$ cat config.mk
export PLATFORM = sky130hd
export DESIGN_NAME = slave_msg_buffer
export DESIGN_NICKNAME = d
export VERILOG_FILES = /design/src/rtl/slave_msg_pkg.sv /design/src/rtl/slave_msg_ram.sv /design/src/rtl/slave_msg_buffer.sv
export SDC_FILE = /design/constraint.sdc
export NUM_CORES = 2
export LEC_CHECK = 0
export CELL_PAD_IN_SITES_DETAIL_PLACEMENT = 2
export CELL_PAD_IN_SITES_GLOBAL_PLACEMENT = 2
export CORE_MARGIN = 4
export CORE_UTILIZATION = 52
export CTS_BUF_LIST = sky130_fd_sc_hd__clkbuf_4
export DETAILED_ROUTE_END_ITERATION = 10
export PLACE_DENSITY_LB_ADDON = 0.1
export SYNTH_ARGS = -nofsm -noshare
export SYNTH_HDL_FRONTEND = slang
export SYNTH_SLANG_ARGS = --single-unit
$ cat constraint.sdc
create_clock -name clk -period 3.2 [get_ports clk]
set_input_delay 0.64 -clock clk [delete_from_list [all_inputs] [get_ports clk]]
set_output_delay 0.64 -clock clk [all_outputs]
set_load 0.01 [all_outputs]
$ cat src/rtl/slave_msg_pkg.sv
// Shared definitions for the ping-pong slave message buffer.
//   - read address map constants (header words and payload base)
//   - write-side FSM state encoding
package slave_msg_pkg;

    localparam int unsigned HDR_CNT_H    = 0;
    localparam int unsigned HDR_CNT_L    = 1;
    localparam int unsigned HDR_LEN      = 2;
    localparam int unsigned HDR_CSUM     = 3;
    localparam int unsigned PAYLOAD_BASE = 4;

    typedef enum logic {
        FILL = 1'b0,
        FULL = 1'b1
    } wr_state_e;

endpackage

$ cat src/rtl/slave_msg_ram.sv
// Two-bank synchronous RAM, one write port and one read port.
// The bank select is the address MSB; the read has 1-cycle latency and
// returns the old contents on a same-address read/write collision.
// Ports:
//   clk      in   clock
//   we_i     in   write enable
//   waddr_i  in   {bank, index} write address
//   wdata_i  in   write data
//   re_i     in   read enable (rdata_o holds when low)
//   raddr_i  in   {bank, index} read address
//   rdata_o  out  registered read data
module slave_msg_ram #(
    parameter int unsigned DATA_W = 8,
    parameter int unsigned ADDR_W = 7
) (
    input  logic              clk,
    input  logic              we_i,
    input  logic [ADDR_W:0]   waddr_i,
    input  logic [DATA_W-1:0] wdata_i,
    input  logic              re_i,
    input  logic [ADDR_W:0]   raddr_i,
    output logic [DATA_W-1:0] rdata_o
);

    localparam int unsigned WORDS = 2 << ADDR_W;

    logic [DATA_W-1:0] mem_q [WORDS];
    logic [DATA_W-1:0] rdata_q;

    // Storage is intentionally not reset; stale words are masked by len.
    always_ff @(posedge clk) begin
        if (we_i) begin
            mem_q[waddr_i] <= wdata_i;
        end
        if (re_i) begin
            rdata_q <= mem_q[raddr_i];
        end
    end

    assign rdata_o = rdata_q;

endmodule

$ cat src/rtl/slave_msg_buffer.sv
// Ping-pong message buffer between the data generator and the master read bus.
// The writer fills one bank while the master reads the last committed message
// from the other through an address-mapped port (header words + payload).
// Optional build macro: SLAVE_MSG_CSUM_EN adds a per-message XOR checksum
// readable at address 3 (reads 0 when the macro is undefined).
// Ports:
//   clk, rst_l   clock, asynchronous active-low reset
//   wr_valid     in   write beat offered
//   wr_data      in   payload word
//   wr_ready     out  writer can accept a beat (from FSM state only)
//   new_msg      in   pulse that commits the message being filled
//   ram_rd_rq    in   read request
//   rd_addr      in   read address, sampled with ram_rd_rq
//   data_o       out  read data, 2 cycles after the request
//   data_valid   out  data_o holds the result of a request this cycle
//   ready        out  committed, unacknowledged message available
module slave_msg_buffer
    import slave_msg_pkg::*;
#(
    parameter int unsigned DATA_W    = 8,
    parameter int unsigned ADDR_W    = 7,
    parameter int unsigned RD_ADDR_W = 16
) (
    input  logic                 clk,
    input  logic                 rst_l,
    input  logic                 wr_valid,
    input  logic [DATA_W-1:0]    wr_data,
    output logic                 wr_ready,
    input  logic                 new_msg,
    input  logic                 ram_rd_rq,
    input  logic [RD_ADDR_W-1:0] rd_addr,
    output logic [DATA_W-1:0]    data_o,
    output logic                 data_valid,
    output logic                 ready
);

    localparam int unsigned DEPTH = 1 << ADDR_W;
    localparam int unsigned PTR_W = ADDR_W + 1;
    localparam int unsigned CNT_W = 2 * DATA_W;

    wr_state_e            state_q, state_d;
    logic                 beat_c;
    logic [PTR_W-1:0]     wr_ptr_q, wr_ptr_d, wr_ptr_inc_c;
    logic                 wr_bank_q, wr_bank_d;
    logic                 rd_bank_q, rd_bank_d;
    logic [PTR_W-1:0]     len_q, len_d;
    logic [CNT_W-1:0]     msg_cnt_q, msg_cnt_d;
    logic                 ready_q, ready_d;
    logic [DATA_W-1:0]    csum_hdr_c;

    // Read pipeline
    logic [RD_ADDR_W-1:0] pay_off_c;
    logic                 pay_hit_c;
    logic [DATA_W-1:0]    hdr_c;
    logic                 s1_vld_q, s1_pay_q;
    logic [DATA_W-1:0]    s1_hdr_q;
    logic [ADDR_W:0]      s1_raddr_q;
    logic                 s2_vld_q, s2_pay_q;
    logic [DATA_W-1:0]    s2_hdr_q;
    logic [DATA_W-1:0]    ram_rdata;
    logic [DATA_W-1:0]    data_q;
    logic                 data_valid_q;

    assign beat_c       = wr_valid && wr_ready;
    assign wr_ptr_inc_c = wr_ptr_q + PTR_W'(beat_c);

    // Write FSM: state register
    always_ff @(posedge clk or negedge rst_l) begin
        if (!rst_l) begin
            state_q <= FILL;
        end else begin
            state_q <= state_d;
        end
    end

    // Write FSM: next state; a commit always returns to FILL
    always_comb begin
        state_d = state_q;
        if (new_msg) begin
            state_d = FILL;
        end else if (state_q == FILL && wr_ptr_inc_c == PTR_W'(DEPTH)) begin
            state_d = FULL;
        end
    end

    // Write FSM: outputs
    always_comb begin
        wr_ready = 1'b0;
        if (state_q == FILL) begin
            wr_ready = 1'b1;
        end
    end

    // Message framing; len includes a beat accepted in the commit cycle
    always_comb begin
        wr_ptr_d  = wr_ptr_inc_c;
        wr_bank_d = wr_bank_q;
        rd_bank_d = rd_bank_q;
        len_d     = len_q;
        msg_cnt_d = msg_cnt_q;
        ready_d   = ready_q;
        if (ram_rd_rq && rd_addr == RD_ADDR_W'(HDR_CNT_H)) begin
            ready_d = 1'b0;
        end
        if (new_msg) begin
            wr_ptr_d  = '0;
            wr_bank_d = ~wr_bank_q;
            rd_bank_d = wr_bank_q;
            len_d     = wr_ptr_inc_c;
            msg_cnt_d = msg_cnt_q + CNT_W'(1);
            ready_d   = 1'b1;
        end
    end

    always_ff @(posedge clk or negedge rst_l) begin
        if (!rst_l) begin
            wr_ptr_q  <= '0;
            wr_bank_q <= 1'b0;
            rd_bank_q <= 1'b1;
            len_q     <= '0;
            msg_cnt_q <= '0;
            ready_q   <= 1'b0;
        end else begin
            wr_ptr_q  <= wr_ptr_d;
            wr_bank_q <= wr_bank_d;
            rd_bank_q <= rd_bank_d;
            len_q     <= len_d;
            msg_cnt_q <= msg_cnt_d;
            ready_q   <= ready_d;
        end
    end

`ifdef SLAVE_MSG_CSUM_EN
    logic [DATA_W-1:0] csum_run_q, csum_run_d;
    logic [DATA_W-1:0] csum_q, csum_d;
    logic [DATA_W-1:0] csum_beat_c;

    // Running XOR, with the commit-cycle beat folded into the latched value
    always_comb begin
        csum_beat_c = csum_run_q ^ (beat_c ? wr_data : '0);
        csum_run_d  = new_msg ? '0 : csum_beat_c;
        csum_d      = new_msg ? csum_beat_c : csum_q;
    end

    always_ff @(posedge clk or negedge rst_l) begin
        if (!rst_l) begin
            csum_run_q <= '0;
            csum_q     <= '0;
        end else begin
            csum_run_q <= csum_run_d;
            csum_q     <= csum_d;
        end
    end

    assign csum_hdr_c = csum_q;
`else
    assign csum_hdr_c = '0;
`endif

    // Request decode; header, bank and len are frozen at the sampling edge
    // so a commit in the same cycle is invisible to this read.
    assign pay_off_c = rd_addr - RD_ADDR_W'(PAYLOAD_BASE);
    assign pay_hit_c = (rd_addr >= RD_ADDR_W'(PAYLOAD_BASE))
                    && (pay_off_c < RD_ADDR_W'(DEPTH))
                    && (pay_off_c < RD_ADDR_W'(len_q));

    always_comb begin
        hdr_c = '0;
        case (rd_addr)
            RD_ADDR_W'(HDR_CNT_H): hdr_c = msg_cnt_q[CNT_W-1:DATA_W];
            RD_ADDR_W'(HDR_CNT_L): hdr_c = msg_cnt_q[DATA_W-1:0];
            RD_ADDR_W'(HDR_LEN):   hdr_c = DATA_W'(len_q);
            RD_ADDR_W'(HDR_CSUM):  hdr_c = csum_hdr_c;
            default:               hdr_c = '0;
        endcase
    end

    always_ff @(posedge clk or negedge rst_l) begin
        if (!rst_l) begin
            s1_vld_q     <= 1'b0;
            s1_pay_q     <= 1'b0;
            s1_hdr_q     <= '0;
            s1_raddr_q   <= '0;
            s2_vld_q     <= 1'b0;
            s2_pay_q     <= 1'b0;
            s2_hdr_q     <= '0;
            data_q       <= '0;
            data_valid_q <= 1'b0;
        end else begin
            s1_vld_q     <= ram_rd_rq;
            s1_pay_q     <= pay_hit_c;
            s1_hdr_q     <= hdr_c;
            s1_raddr_q   <= {rd_bank_q, pay_off_c[ADDR_W-1:0]};
            s2_vld_q     <= s1_vld_q;
            s2_pay_q     <= s1_pay_q;
            s2_hdr_q     <= s1_hdr_q;
            data_valid_q <= s2_vld_q;
            if (s2_vld_q) begin
                data_q <= s2_pay_q ? ram_rdata : s2_hdr_q;
            end
        end
    end

    slave_msg_ram #(
        .DATA_W (DATA_W),
        .ADDR_W (ADDR_W)
    ) u_ram (
        .clk     (clk),
        .we_i    (beat_c),
        .waddr_i ({wr_bank_q, wr_ptr_q[ADDR_W-1:0]}),
        .wdata_i (wr_data),
        .re_i    (s1_vld_q && s1_pay_q),
        .raddr_i (s1_raddr_q),
        .rdata_o (ram_rdata)
    );

    assign data_o     = data_q;
    assign data_valid = data_valid_q;
    assign ready      = ready_q;

endmodule

==> summary.md, run 1 <==
| Metric | Value |
|---|---|
| Outcome | stopped before the end |
| Last stage reached | clock tree synthesis (4_1_cts) |
| First Err | [ERROR DPL-0033] detailed placement checks failed during check placement. |
| PortBufs | 39 |
| Core Rows | 146 |
| YS warnings | 0 |
| Yosys top cell area share | 74.4% |
| Seq/Total Area, Yosys | 76.6% |
| Syn Area/Cell | 20.5 sq um |
| Clock Tree Root | clkbuf_4 |
| Async set or reset register ratio after synthesis | 3.43% |
| Yosys top cell by area | edfxtp_1 |
| Top cells by area, synth | edfxtp_1 (74%), mux4_2 (12%), dfrtp_1 (2.2%) |
| CTS buffer count | 572 |
| RD Place Congestion | 0.861 |
| # hold bufs at CTS | 24 |
| Distinct cells, synth | 71 |
| Post-synth EDFFs | 2056 |
| Initial Utilization | 52.4% |
| Ys flop type | edfxtp_1 |
| Htree depth | 6 |
| Top-level I/O count | 40 |
| Die span in y | 408 um |
| Post-CTS setup buffer count | 18 |
| Syn_nets | 4081 |
| Post-CTS sizing | 138 |
| Cells after synthesis | 4040 |
| Flops & latches, synth | 2129 |
| Placed Cells | 6489 |
| HPWL Detailed | 189 mm |
| CTS sink count | 2129 |
| Max Root-Sink Buffers | 4 |
| Width of the die | 408 um |
| Synth Cell Area | 83000 sq um |
==> Yosys cell counts, types with 8 or more instances <==
master	n
buf_8	9
nand2_1	59
a22o_1	26
o221ai_1	52
a221oi_1	26
a21oi_1	95
inv_1	13
o22ai_1	23
nor2b_1	29
nand3_1	35
o21ai_0	37
nor3_1	16
a22oi_1	74
and3_1	8
mux4_2	459
xnor2_1	16
nand2b_1	8
nor2_1	346
clkbuf_1	113
a211oi_1	19
nand4_1	16
dfrtp_1	72
mux2_2	12
buf_6	32
buf_4	23
ha_1	12
and2_1	8
nor4_1	10
buf_2	60
xor2_1	10
mux2i_1	176
edfxtp_1	2056
==> cell families after synthesis <==
kind of cell	share of synthesized area [%]
flops	76.6
mux	14.7
simple gates	2.97
compound gates	3.44
buf+inv	1.83
xor+xnor	0.274
fa+ha+maj	0.181
==> stage by stage <==
step	util (%)	TNS, ns	hold WS [ns]	setup WS, ns	area, sq um
after floorplan	-	0	0.331	0.674	83000
after global placement	56.7	-0.818	0.334	-0.355	89900
after detailed placement	56.7	-2.16	0.341	-0.434	89900
==> inputs of run 2 (changes only) <==
==> config.mk (replaced) <==
export PLATFORM = sky130hd
export DESIGN_NAME = slave_msg_buffer
export DESIGN_NICKNAME = d
export VERILOG_FILES = /design/src/rtl/slave_msg_pkg.sv /design/src/rtl/slave_msg_ram.sv /design/src/rtl/slave_msg_buffer.sv
export SDC_FILE = /design/constraint.sdc
export NUM_CORES = 2
export LEC_CHECK = 0
export CORE_MARGIN = 4
export CORE_UTILIZATION = 40
export DETAILED_ROUTE_END_ITERATION = 10
export PLACE_DENSITY_LB_ADDON = 0.15
export SYNTH_ARGS = -nofsm -noshare
export SYNTH_HDL_FRONTEND = slang
export SYNTH_SLANG_ARGS = --single-unit
==> summary.md, run 2 <==
| Metric | Value |
|---|---|
| CTS sink count | 2129 |
| Syn Area/Cell | 20.5 sq um |
| Worst-Skew Late Latency | 0.87 ns |
| Area growth from synthesis to layout | 18.2% |
| Biggest regs | u_ram.mem_q (2048), msg_cnt_q (16) |
| Placed Cells | 7131 |
| Data required, critical path | 3.82 ns |
| Max Slew Vio Count | 0 |
| R2R depth | 10 |
| WP data arrival | 3.84 ns |
| RR Startpoint | s1_raddr_q[0]$_DFF_PN0_ |
| Leak | 32.1 nW |
| Sw power | 13.7 mW |
| Initial Utilization | 40.4% |
| Finished Cell Area | 98100 sq um |
| Clock Tree Root | clkbuf_16 |
| Clock-pin slew on the worst setup and hold paths | 0.06 ns |
| HPWL Detailed | 147 mm |
| Width of the die | 464 um |
| Crit-path cells | buf_12 -> buf_16 -> and2_1 -> buf_4 -> o2bb2ai_1 -> a222oi_1 -> o21ai_1 -> a22oi_2 -> a21oi_1 -> and3_1 |
| Final setup fails | 1 |
| Reg2reg end | u_ram.rdata_o[3]$_DFFE_PP_ |
| Clock Skews | 0.0335 ns |
| Failing checks | setup timing |
| Fin crit share | 101% |
| Synth Cell Area | 83000 sq um |
| Routed wl met3 | 15.0 mm |
| Maximum fanout along the worst path | 15 |
| Internal | 46.3 mW |
| Post-layout util | 47.7% |
| Nets | 4722 |
| CTS tree | built |
| Post-route minimum period | 3.22 ns |
| Syn_nets | 4081 |
| Most common cell after layout, fill and taps aside | edfxtp_1 |
| Die ar. | 215000 sq um |
| Htree depth | 4 |
| Worst Hold Class | in2reg |
| YS warnings | 0 |
| Max Root-Sink Buffers | 3 |
| Leading cell types in the layout, fill and taps excluded | edfxtp_1 (2056), buf_4 (547), mux4_2 (459), nor2_1 (343), clkbuf_16 (224) |
| Core ar. | 206000 sq um |
| Most common library cells after synthesis | edfxtp_1 (2056), mux4_2 (459), nor2_1 (346), mux2i_1 (176), clkbuf_1 (113) |
| Seq/Total Area, Yosys | 76.6% |
| RD Place Congestion | 0.813 |
| Fin Hold WS | 0.209 ns |
| Finished Layout Cells | 7555 |
| Gr usage total | 21.0% |
| Core Rows | 166 |
| Total grt overflow | 0 |
| Max FFs per register | 2048 |
| Largest net degree at the start of global routing | 129 |
| RSZ-0062 raised after global routing | yes |
| Setup ws final | -0.0217 ns |
| Yosys top cell by area | edfxtp_1 |
| Worst slew pin tran | 1.12 ns |
| Top-level I/O count | 40 |
| CP Launch Type | flop |
| Post-synth EDFFs | 2056 |
| Flops & latches, synth | 2129 |
| Net Sw Frac | 22.8% |
| Sequential share of power | 51.5% |
| Share of layout cells above drive strength 1 | 29.9% |
| PD cells | 612 nW/um^2 |
| Final hold vios | 0 |
| Yosys top cell area share | 74.4% |
| Worst Setup SP | s1_raddr_q[0]$_DFF_PN0_ |
| Top cells by area, synth | edfxtp_1 (74%), mux4_2 (12%), dfrtp_1 (2.2%) |
| Top reg by flops | u_ram.mem_q |
| TNS Setup | -0.0217 ns |
| Fmax | 0.310 GHz |
| Max_slew headroom | 25.1% |
| Outcome | finished, violations left |
| CP max stage delay | 0.78 ns |
| Met1 WL | 100 mm |
| ANT nets after route | 0 |
| Largest vdd supply drop | 0.000581 V |
| Crit-path slowest cell | a222oi_1 |
| PortBufs | 39 |
| Global-route wire length before repair | 326 mm |
| Post-DR wirelength/cell | 30.2 um |
| Most frequent cell after synthesis | edfxtp_1 |
| DR vias/cell | 5.65 |
| Setup CP Type | reg2reg |
| Async set or reset register ratio after synthesis | 3.43% |
| Die span in y | 464 um |
| Total via count in the routed design | 42.7k |
| CP endpoint | u_ram.rdata_o[3]$_DFFE_PP_ |
| R2R Setup Slk | -0.02 ns |
| Max Cap Violations | 0 |
| Dpl cell area | 90900 sq um |
| Met2 routed WL | 108 mm |
| Combinational power share | 7.7% |
| Ys flop type | edfxtp_1 |
| Highest Signal Layer | met4 |
| Cells after synthesis | 4040 |
| TritonRoute pass-1 iters | 5 |
| CTS buffer count | 220 |
| WL final | 228 mm |
| Antenna violations before repair | 6 |
| Clock power frac | 40.8% |
| CP Capture Type | flop |
| DRC | 0 |
| DR iter-0 viols | 4462 |
| Vias in the first global route | 43.0k |
| Hold_sp | wr_data[1] |
| Distinct cells, synth | 71 |
[run 2: cell counts after synthesis]
No cell type changed its count.
[run 2: worst min-delay path by stage]
stage,to,slack [ns],cells past startpoint
CTS,u_ram.mem_q[17][7]$_DFFE_PP_,0.18,1
global route,u_ram.mem_q[72][1]$_DFFE_PP_,0.17,1
global placement,s2_hdr_q[5]$_DFF_PN0_,0.33,0
finish,u_ram.mem_q[72][1]$_DFFE_PP_,0.21,1
detailed placement,s2_hdr_q[3]$_DFF_PN0_,0.34,0
floorplan,s2_hdr_q[0]$_DFF_PN0_,0.33,0
[run 2: what timing repair did]
| action | CTS | global route |
|---|---|---|
| gates resized for setup | 23 | 17 |
| gates cloned | 1 | 1 |
| hold buffers | 2 | 0 |
| setup endpoints to repair | 7 | 7 |
| hold endpoints to repair | 76 | 0 |
| buffers inserted | 6 | 6 |
| pin swaps | 3 | 3 |
[run 2: layout make-up]
cell class / count / area [sq um]
Fill cell: 17000 / 107000
Inverter: 16 / 60.1
Sequential cell: 2129 / 63600
Multi-Input combinational cell: 1650 / 18100
Antenna cell: 6 / 15.0
Clock inverter: 118 / 1040
Timing Repair Buffer: 664 / 6120
Clock buffer: 284 / 5840
Tap cell: 2688 / 3360
[run 2: power by group through the flow]
stage	Sequential (mW)	Combinational (mW)	Clock, mW
finish	30.9	4.63	24.5
CTS	30.9	4.62	25.1
global placement	31.5	4.55	0
global route	30.9	4.88	26.3
floorplan	31.4	2.11	0
detailed placement	31.5	4.55	0
[run 2: metrics by stage]
stage	setup slack, ns	power (mW)
after floorplan	0.674	33.5
after global placement	-0.531	36.0
after detailed placement	-0.558	36.0
after CTS	-0.00705	60.6
after global routing	-0.0112	62.1
final	-0.0217	60.0
[run 2: kinds of logic (layout without fill, tap and decap cells)]
logic type | count (synthesis) | in the layout | share of synthesized area (%)
mux | 647 | 647 | 14.7
fa+ha+maj | 12 | 12 | 0.181
compound gates | 405 | 405 | 3.44
other cells | 0 | 6 | 0
buf+inv | 261 | 1082 | 1.83
flops | 2129 | 2129 | 76.6
xor+xnor | 26 | 26 | 0.274
simple gates | 560 | 560 | 2.97
[run 2: worst max-delay path, delay by kind of cell, from the launching register on]
kind            cells  cell delay (ns)
simple gates        2             0.35
flops               1             0.53
buf+inv             3             0.53
compound gates      5             1.55
[run 2: layer usage]
metal  GRT usage, %  up-vias
met5              0        -
met4           5.27        0
met3           3.76      280
met2           33.0     1478
met1           30.7    22900
li1               -    18000
No activity file was read; power rests on OpenSTA's default activity.
